$ cat src/rtl/data_table_search_dispatcher.sv
// Dispatches tasks round-robin to idle search engines, arbitrates the shared data-RAM read port, collects results (in-order, or out-of-order with DTS_OOO_EN).
// Latency: zero-cycle task accept and read grant; eng_rd_data_val_o follows its grant by RAM_LATENCY cycles.
// Backpressure: task_ready_o drops while no engine is idle; a result stays presented until result_ready_i is high.
module data_table_search_dispatcher #(
    parameter int ENGINES_CNT = 4,
    parameter int RAM_LATENCY = 2,
    parameter int A_WIDTH     = 10,
    parameter int TASK_W      = 64,
    parameter int RES_W       = 64,
    localparam int TAG_W      = $clog2(ENGINES_CNT) + 1
) (
    input  logic                           clk_i,
    input  logic                           rst_n_i,
    input  logic [TASK_W-1:0]              task_i,
    input  logic                           task_valid_i,
    output logic                           task_ready_o,
    output logic [TASK_W-1:0]              eng_task_o,
    output logic [ENGINES_CNT-1:0]         eng_task_valid_o,
    input  logic [ENGINES_CNT-1:0]         eng_task_ready_i,
    input  logic [ENGINES_CNT-1:0]         eng_rd_req_i,
    input  logic [ENGINES_CNT*A_WIDTH-1:0] eng_rd_addr_i,
    output logic [ENGINES_CNT-1:0]         eng_rd_gnt_o,
    output logic [ENGINES_CNT-1:0]         eng_rd_data_val_o,
    output logic [A_WIDTH-1:0]             ram_rd_addr_o,
    output logic                           ram_rd_en_o,
    input  logic [ENGINES_CNT*RES_W-1:0]   eng_result_i,
    input  logic [ENGINES_CNT-1:0]         eng_result_valid_i,
    output logic [ENGINES_CNT-1:0]         eng_result_ready_o,
    output logic [RES_W-1:0]               result_o,
    output logic [TAG_W-1:0]               result_tag_o,
    output logic                           result_valid_o,
    input  logic                           result_ready_i,
    output logic                           busy_o
);
    localparam int IDX_W = $clog2(ENGINES_CNT);

    logic [ENGINES_CNT-1:0] busy;
    logic [ENGINES_CNT-1:0] idle;
    logic [TAG_W-1:0]       tag [ENGINES_CNT];
    logic [TAG_W-1:0]       seq_cnt;
    logic [IDX_W-1:0]       disp_ptr, rd_ptr;
    logic [IDX_W-1:0]       sel_idx, gnt_idx, out_idx;
    logic                   sel_found, gnt_found, out_found;
    logic                   task_acc, rd_go, res_go, res_acc;
    logic                   pipe_vld [RAM_LATENCY];
    logic [IDX_W-1:0]       pipe_idx [RAM_LATENCY];
`ifdef DTS_OOO_EN
    logic [IDX_W-1:0]       res_ptr;
`else
    logic [TAG_W-1:0]       next_tag;
`endif

    function automatic logic [IDX_W-1:0] wrap_add(input logic [IDX_W-1:0] base, input int k);
        int s;
        s = int'(base) + k;
        if (s >= ENGINES_CNT) s = s - ENGINES_CNT;
        return IDX_W'(s);
    endfunction

    assign idle = ~busy & eng_task_ready_i;

    // Dispatch and read-grant searches both start at their own rotating pointer.
    always_comb begin
        sel_found = 1'b0;
        sel_idx   = disp_ptr;
        gnt_found = 1'b0;
        gnt_idx   = rd_ptr;
        for (int k = 0; k < ENGINES_CNT; k++) begin
            if (!sel_found && idle[wrap_add(disp_ptr, k)]) begin
                sel_found = 1'b1;
                sel_idx   = wrap_add(disp_ptr, k);
            end
            if (!gnt_found && eng_rd_req_i[wrap_add(rd_ptr, k)]) begin
                gnt_found = 1'b1;
                gnt_idx   = wrap_add(rd_ptr, k);
            end
        end
    end

    always_comb begin
        out_found = 1'b0;
        out_idx   = '0;
`ifdef DTS_OOO_EN
        for (int k = 0; k < ENGINES_CNT; k++) begin
            if (!out_found && busy[wrap_add(res_ptr, k)] && eng_result_valid_i[wrap_add(res_ptr, k)]) begin
                out_found = 1'b1;
                out_idx   = wrap_add(res_ptr, k);
            end
        end
`else
        for (int k = 0; k < ENGINES_CNT; k++) begin
            if (!out_found && busy[k] && tag[k] == next_tag) begin
                out_found = 1'b1;
                out_idx   = IDX_W'(k);
            end
        end
`endif
    end

    // Every output is forced low while reset is asserted, including the pass-through paths.
    assign task_acc       = rst_n_i && task_valid_i && sel_found;
    assign rd_go          = rst_n_i && gnt_found;
    assign res_go         = rst_n_i && out_found;
    assign task_ready_o   = rst_n_i && sel_found;
    assign eng_task_o     = rst_n_i ? task_i : '0;
    assign ram_rd_en_o    = rd_go;
    assign ram_rd_addr_o  = rd_go ? eng_rd_addr_i[gnt_idx*A_WIDTH +: A_WIDTH] : '0;
    assign result_valid_o = res_go && eng_result_valid_i[out_idx];
    assign result_o       = res_go ? eng_result_i[out_idx*RES_W +: RES_W] : '0;
    assign res_acc        = result_valid_o && result_ready_i;
    assign busy_o         = |busy;
`ifdef DTS_OOO_EN
    assign result_tag_o   = res_go ? tag[out_idx] : '0;
`else
    assign result_tag_o   = rst_n_i ? next_tag : '0;
`endif

    always_comb begin
        eng_task_valid_o   = '0;
        eng_rd_gnt_o       = '0;
        eng_rd_data_val_o  = '0;
        eng_result_ready_o = '0;
        if (task_acc) eng_task_valid_o[sel_idx] = 1'b1;
        if (rd_go) eng_rd_gnt_o[gnt_idx] = 1'b1;
        if (pipe_vld[RAM_LATENCY-1]) eng_rd_data_val_o[pipe_idx[RAM_LATENCY-1]] = 1'b1;
        if (res_go) eng_result_ready_o[out_idx] = result_ready_i;
    end

    always_ff @(posedge clk_i or negedge rst_n_i) begin
        if (!rst_n_i) begin
            busy     <= '0;
            seq_cnt  <= '0;
            disp_ptr <= '0;
            rd_ptr   <= '0;
            for (int i = 0; i < ENGINES_CNT; i++) tag[i] <= '0;
            for (int s = 0; s < RAM_LATENCY; s++) begin
                pipe_vld[s] <= 1'b0;
                pipe_idx[s] <= '0;
            end
`ifdef DTS_OOO_EN
            res_ptr  <= '0;
`else
            next_tag <= '0;
`endif
        end else begin
            // sel is never busy and out always is, so these two never touch the same engine.
            if (task_acc) begin
                busy[sel_idx] <= 1'b1;
                tag[sel_idx]  <= seq_cnt;
                seq_cnt       <= seq_cnt + 1'b1;
                disp_ptr      <= wrap_add(sel_idx, 1);
            end
            if (res_acc) begin
                busy[out_idx] <= 1'b0;
`ifdef DTS_OOO_EN
                res_ptr       <= wrap_add(out_idx, 1);
`else
                next_tag      <= next_tag + 1'b1;
`endif
            end
            if (rd_go) rd_ptr <= wrap_add(gnt_idx, 1);
            pipe_vld[0] <= rd_go;
            pipe_idx[0] <= gnt_idx;
            for (int s = 1; s < RAM_LATENCY; s++) begin
                pipe_vld[s] <= pipe_vld[s-1];
                pipe_idx[s] <= pipe_idx[s-1];
            end
        end
    end
endmodule

$ cat config.mk
export PLATFORM = sky130hd
export DESIGN_NAME = data_table_search_dispatcher
export DESIGN_NICKNAME = d
export VERILOG_FILES = /design/src/rtl/data_table_search_dispatcher.sv
export SDC_FILE = /design/constraint.sdc
export NUM_CORES = 1
export LEC_CHECK = 0
export CORE_AREA = 3 3 210 212
export CTS_CLUSTER_DIAMETER = 60
export DETAILED_ROUTE_END_ITERATION = 8
export DIE_AREA = 0 0 213 215
export GPL_ROUTABILITY_DRIVEN = 0
export MAX_ROUTING_LAYER = met4
export PLACE_DENSITY_LB_ADDON = 0.25
export SYNTH_ARGS = -nofsm -noshare
export SYNTH_HDL_FRONTEND = slang
export SYNTH_SLANG_ARGS = --single-unit
$ cat constraint.sdc
create_clock -name clk_i -period 6.85 [get_ports clk_i]
set_input_delay 2.055 -clock clk_i [delete_from_list [all_inputs] [get_ports clk_i]]
set_output_delay 2.055 -clock clk_i [all_outputs]
set_load 0.005 [all_outputs]
==> reports/qor.csv <==
metric,value,unit
status,finished clean,
fin_skew,0.007956,ns
synthSimpleGateAreaFrac,0.2601,
ys_seq_elements,32,
root_buffer,clkbuf_16,
drtAntennaViolNets,0,
crit_arrival,4.49,ns
final_layout_size_suffix_gt1_frac,0.06673,
max_freq,152.7,MHz
cp_max_fo,12,
required,4.80,ns
synth_fp_nets,892,
yosysWarnings,0,
rows,75,
final.min_clock_period,6.547,ns
ioPinCount,537,
synth_cells,506,
power.leakage,3.736,nW
hold_viol,0,
numPortBuffers,536,
avgRoutedWirePerCell,19.85,um
vias,6220,
avgSynthCellArea,8.051,um^2
synth-compound-area-share,0.2912,
gr-total-overflow,0,
cts_buffer_depth,2,
synthMuxAreaShare,0.09767,
fin_cells,1561,
die_w,213,um
dieArea,0.04580,mm^2
rsz0062_at_grt,no,
critPathKind,input pin to primary output,
grtUsageTotal,0.1266,
p_per_area,355.4,mW/mm^2
drcViolationCount,0,
crit_family,buffers and inverters,
synthXorXnorAreaFrac,0.03440,
core,0.04213,mm^2
drv_cap,0,
crit_path_top_delay_cell,clkdlybuf4s50_1,
postLayoutCellArea,0.01016,mm^2
area_growth_syn_to_layout,149.5,%
grt_pass1_vias,6481,
post-place-ws,0.2651,ns
worst_slack,0.3032,ns
cp-end-kind,primary output,
path_buf_inv,4,
synth.distinct_cells,49,
async_flop_share,1.000,
via_per_inst,3.985,
drtIter0Drc,602,
ys.flop_type,dfrtp_1,
place_area,0.009992,mm^2
setup_violations,0,
cpPeakStageDelay,0.53,ns
vdd_drop_max,0.0002121,V
setup-tns-final,0,ns
start_util,0.09669,
antenna_found_initial,3,
dr.pass1.iters,8,
worstHoldPathType,flop to flop,
post_cts_resized,0,
dp_cells,1550,
crit_top_cell,clkdlybuf4s50_1,
power,0.003612,W
yosysSeqAreaShare,0.1966,
synth_top_family_by_area,compound AO/OA/AOI/OAI gates,
final.period_utilization,0.9557,
worst_slew_pin_slew,0.8837,ns
routed_wl,30990,um
crit_chain,clkdlybuf4s50_1 -> inv_1 -> a21oi_1 -> a21oi_2 -> o221ai_2 -> buf_4 -> mux4_2 -> and2_1 -> clkdlybuf4s50_1,
drv_slew,0,
synth_area,0.004074,mm^2
grt_max_degree,76,
startpoint_type,input pin,
hold_buffers,0,
cts_sinks,32,
numCtsBuffers,5,
synth-edff-count,0,
clkTransAtPathRegs,0.05,ns
grt_pass1_wl,42630,um
die_h,215,um
dpl.hpwl,26070,um
cts_tree,done,
synthAdderAreaFrac,0.03071,
final_nets,1404,
htree_levels,2,
post-cts-setup-buffers,0,
slew-limit-headroom,0.4086,
clk-insertion-delay-late,0.27,ns
-- stage by stage --
step / hold slack [ns] / util
2_1_floorplan: 0.3312 / -
3_5_place_dp: 0.3441 / 0.2371
6_report: 0.3461 / 0.2412
4_1_cts: 0.3471 / 0.2410
3_3_place_gp: 0.3339 / 0.2371
5_1_grt: 0.3559 / 0.2412
-- area by class of cell --
type	count	area [um^2]
multi-input cells	410	2942
diodes	3	7.507
well taps	539	674.4
inverters	12	45.04
clock buffers	6	128.9
fillers	4620	31970
clock inverters	2	35.03
repair buffers	557	5530
flip-flops and latches	32	800.8
-- registers in the layout, indices dropped and copies added (netlist names) --
signal,flops
busy,4
disp_ptr,2
next_tag,3
pipe_idx,4
pipe_vld,2
rd_ptr,2
seq_cnt,3
tag,12
-- cell usage in the layout, fill, tap and decap left out, types with 2 or more instances in the layout --
cell,count
o21ai_0,5
a2bb2oi_1,2
inv_1,12
nor2b_1,4
mux4_2,10
diode_2,3
ha_1,10
xnor2_1,14
clkdlybuf4s50_1,534
o21bai_1,2
and3_1,3
mux2_2,14
and2_1,82
nor2_1,9
clkbuf_16,5
nor3_1,5
xor2_1,2
nand4_1,4
a21oi_1,69
nand2_1,79
nand2b_1,3
dfrtp_1,32
nor2_4,2
buf_4,22
a222oi_1,64
nand2_2,2
-- path summary, 6_finish.rpt --
kind / start / slack [ns] / to / depth (start not counted)
max: eng_rd_req_i[0] / 0.30 / ram_rd_addr_o[0] / 9
min: pipe_idx[3]$_DFF_PN0_ / 0.35 / pipe_idx[1]$_DFF_PN0_ / 0
max reg2reg: next_tag[0]$_DFFE_PN0P_ / 4.36 / next_tag[1]$_DFFE_PN0P_ / 6
min reg2reg: pipe_idx[3]$_DFF_PN0_ / 0.35 / pipe_idx[1]$_DFF_PN0_ / 0
max in group asynchronous: rst_n_i / 4.35 / seq_cnt[2]$_DFFE_PN0P_ / 2
min in group asynchronous: rst_n_i / 1.64 / tag[0]$_DFFE_PN0P_ / 1
-- metal layers --
| metal | up-vias | share of wire | track usage |
|---|---|---|---|
| met5 | - | 0 | - |
| met4 | 0 | 0.025 | 0.03105 |
| met3 | 24 | 0.080 | 0.02173 |
| met2 | 335 | 0.51 | 0.2328 |
| met1 | 2922 | 0.38 | 0.1407 |
| li1 | 2939 | - | - |
-- worst reg2reg max path, stage by stage, from the launching register on --
cell	delay, ns
dfrtp_1	0.51
xnor2_1	0.32
nand4_1	0.28
a31o_2	0.53
o2bb2ai_4	0.25
nor2_2	0.17
mux2_4	0.31
-- power by group --
part / switching, W / internal (W)
logic: 0.00155 / 0.00143
clock network: 0.0000754 / 0.000171
registers: 0.000114 / 0.000273
total: 0.00174 / 0.00188
-- synth_stat cells (2+ instances only) --
library cell   n  area share
xor2_1         2      0.0043
nand2_2        2      0.0031
and2_1        82        0.13
a21oi_1       69       0.085
o21ai_0        6      0.0074
clkbuf_1      20       0.018
o21bai_1       2      0.0037
inv_1         12       0.011
nand2_1       79       0.073
dfrtp_1       32        0.20
nand2b_1       3      0.0046
buf_4          6       0.011
a2bb2oi_1      2      0.0043
buf_2         15       0.018
nand4_1        4      0.0061
a222oi_1      64        0.16
nor2b_1        4      0.0061
xnor2_1       14       0.030
mux4_2        10       0.055
nor2_1        11       0.010
ha_1          10       0.031
mux2_2        14       0.039
and3_1         3      0.0046
nor3_1         5      0.0061
buf_6         11       0.030
-- cells by family (layout without fill, tap and decap cells) --
group           count (synthesis)  after routing
simple gates                  203            203
compound gates                156            156
buf+inv                        64            577
flops                          32             32
mux                            25             25
xor+xnor                       16             16
fa+ha+maj                      10             10
other cells                     0              3
No activity file was read; power rests on OpenSTA's default activity.
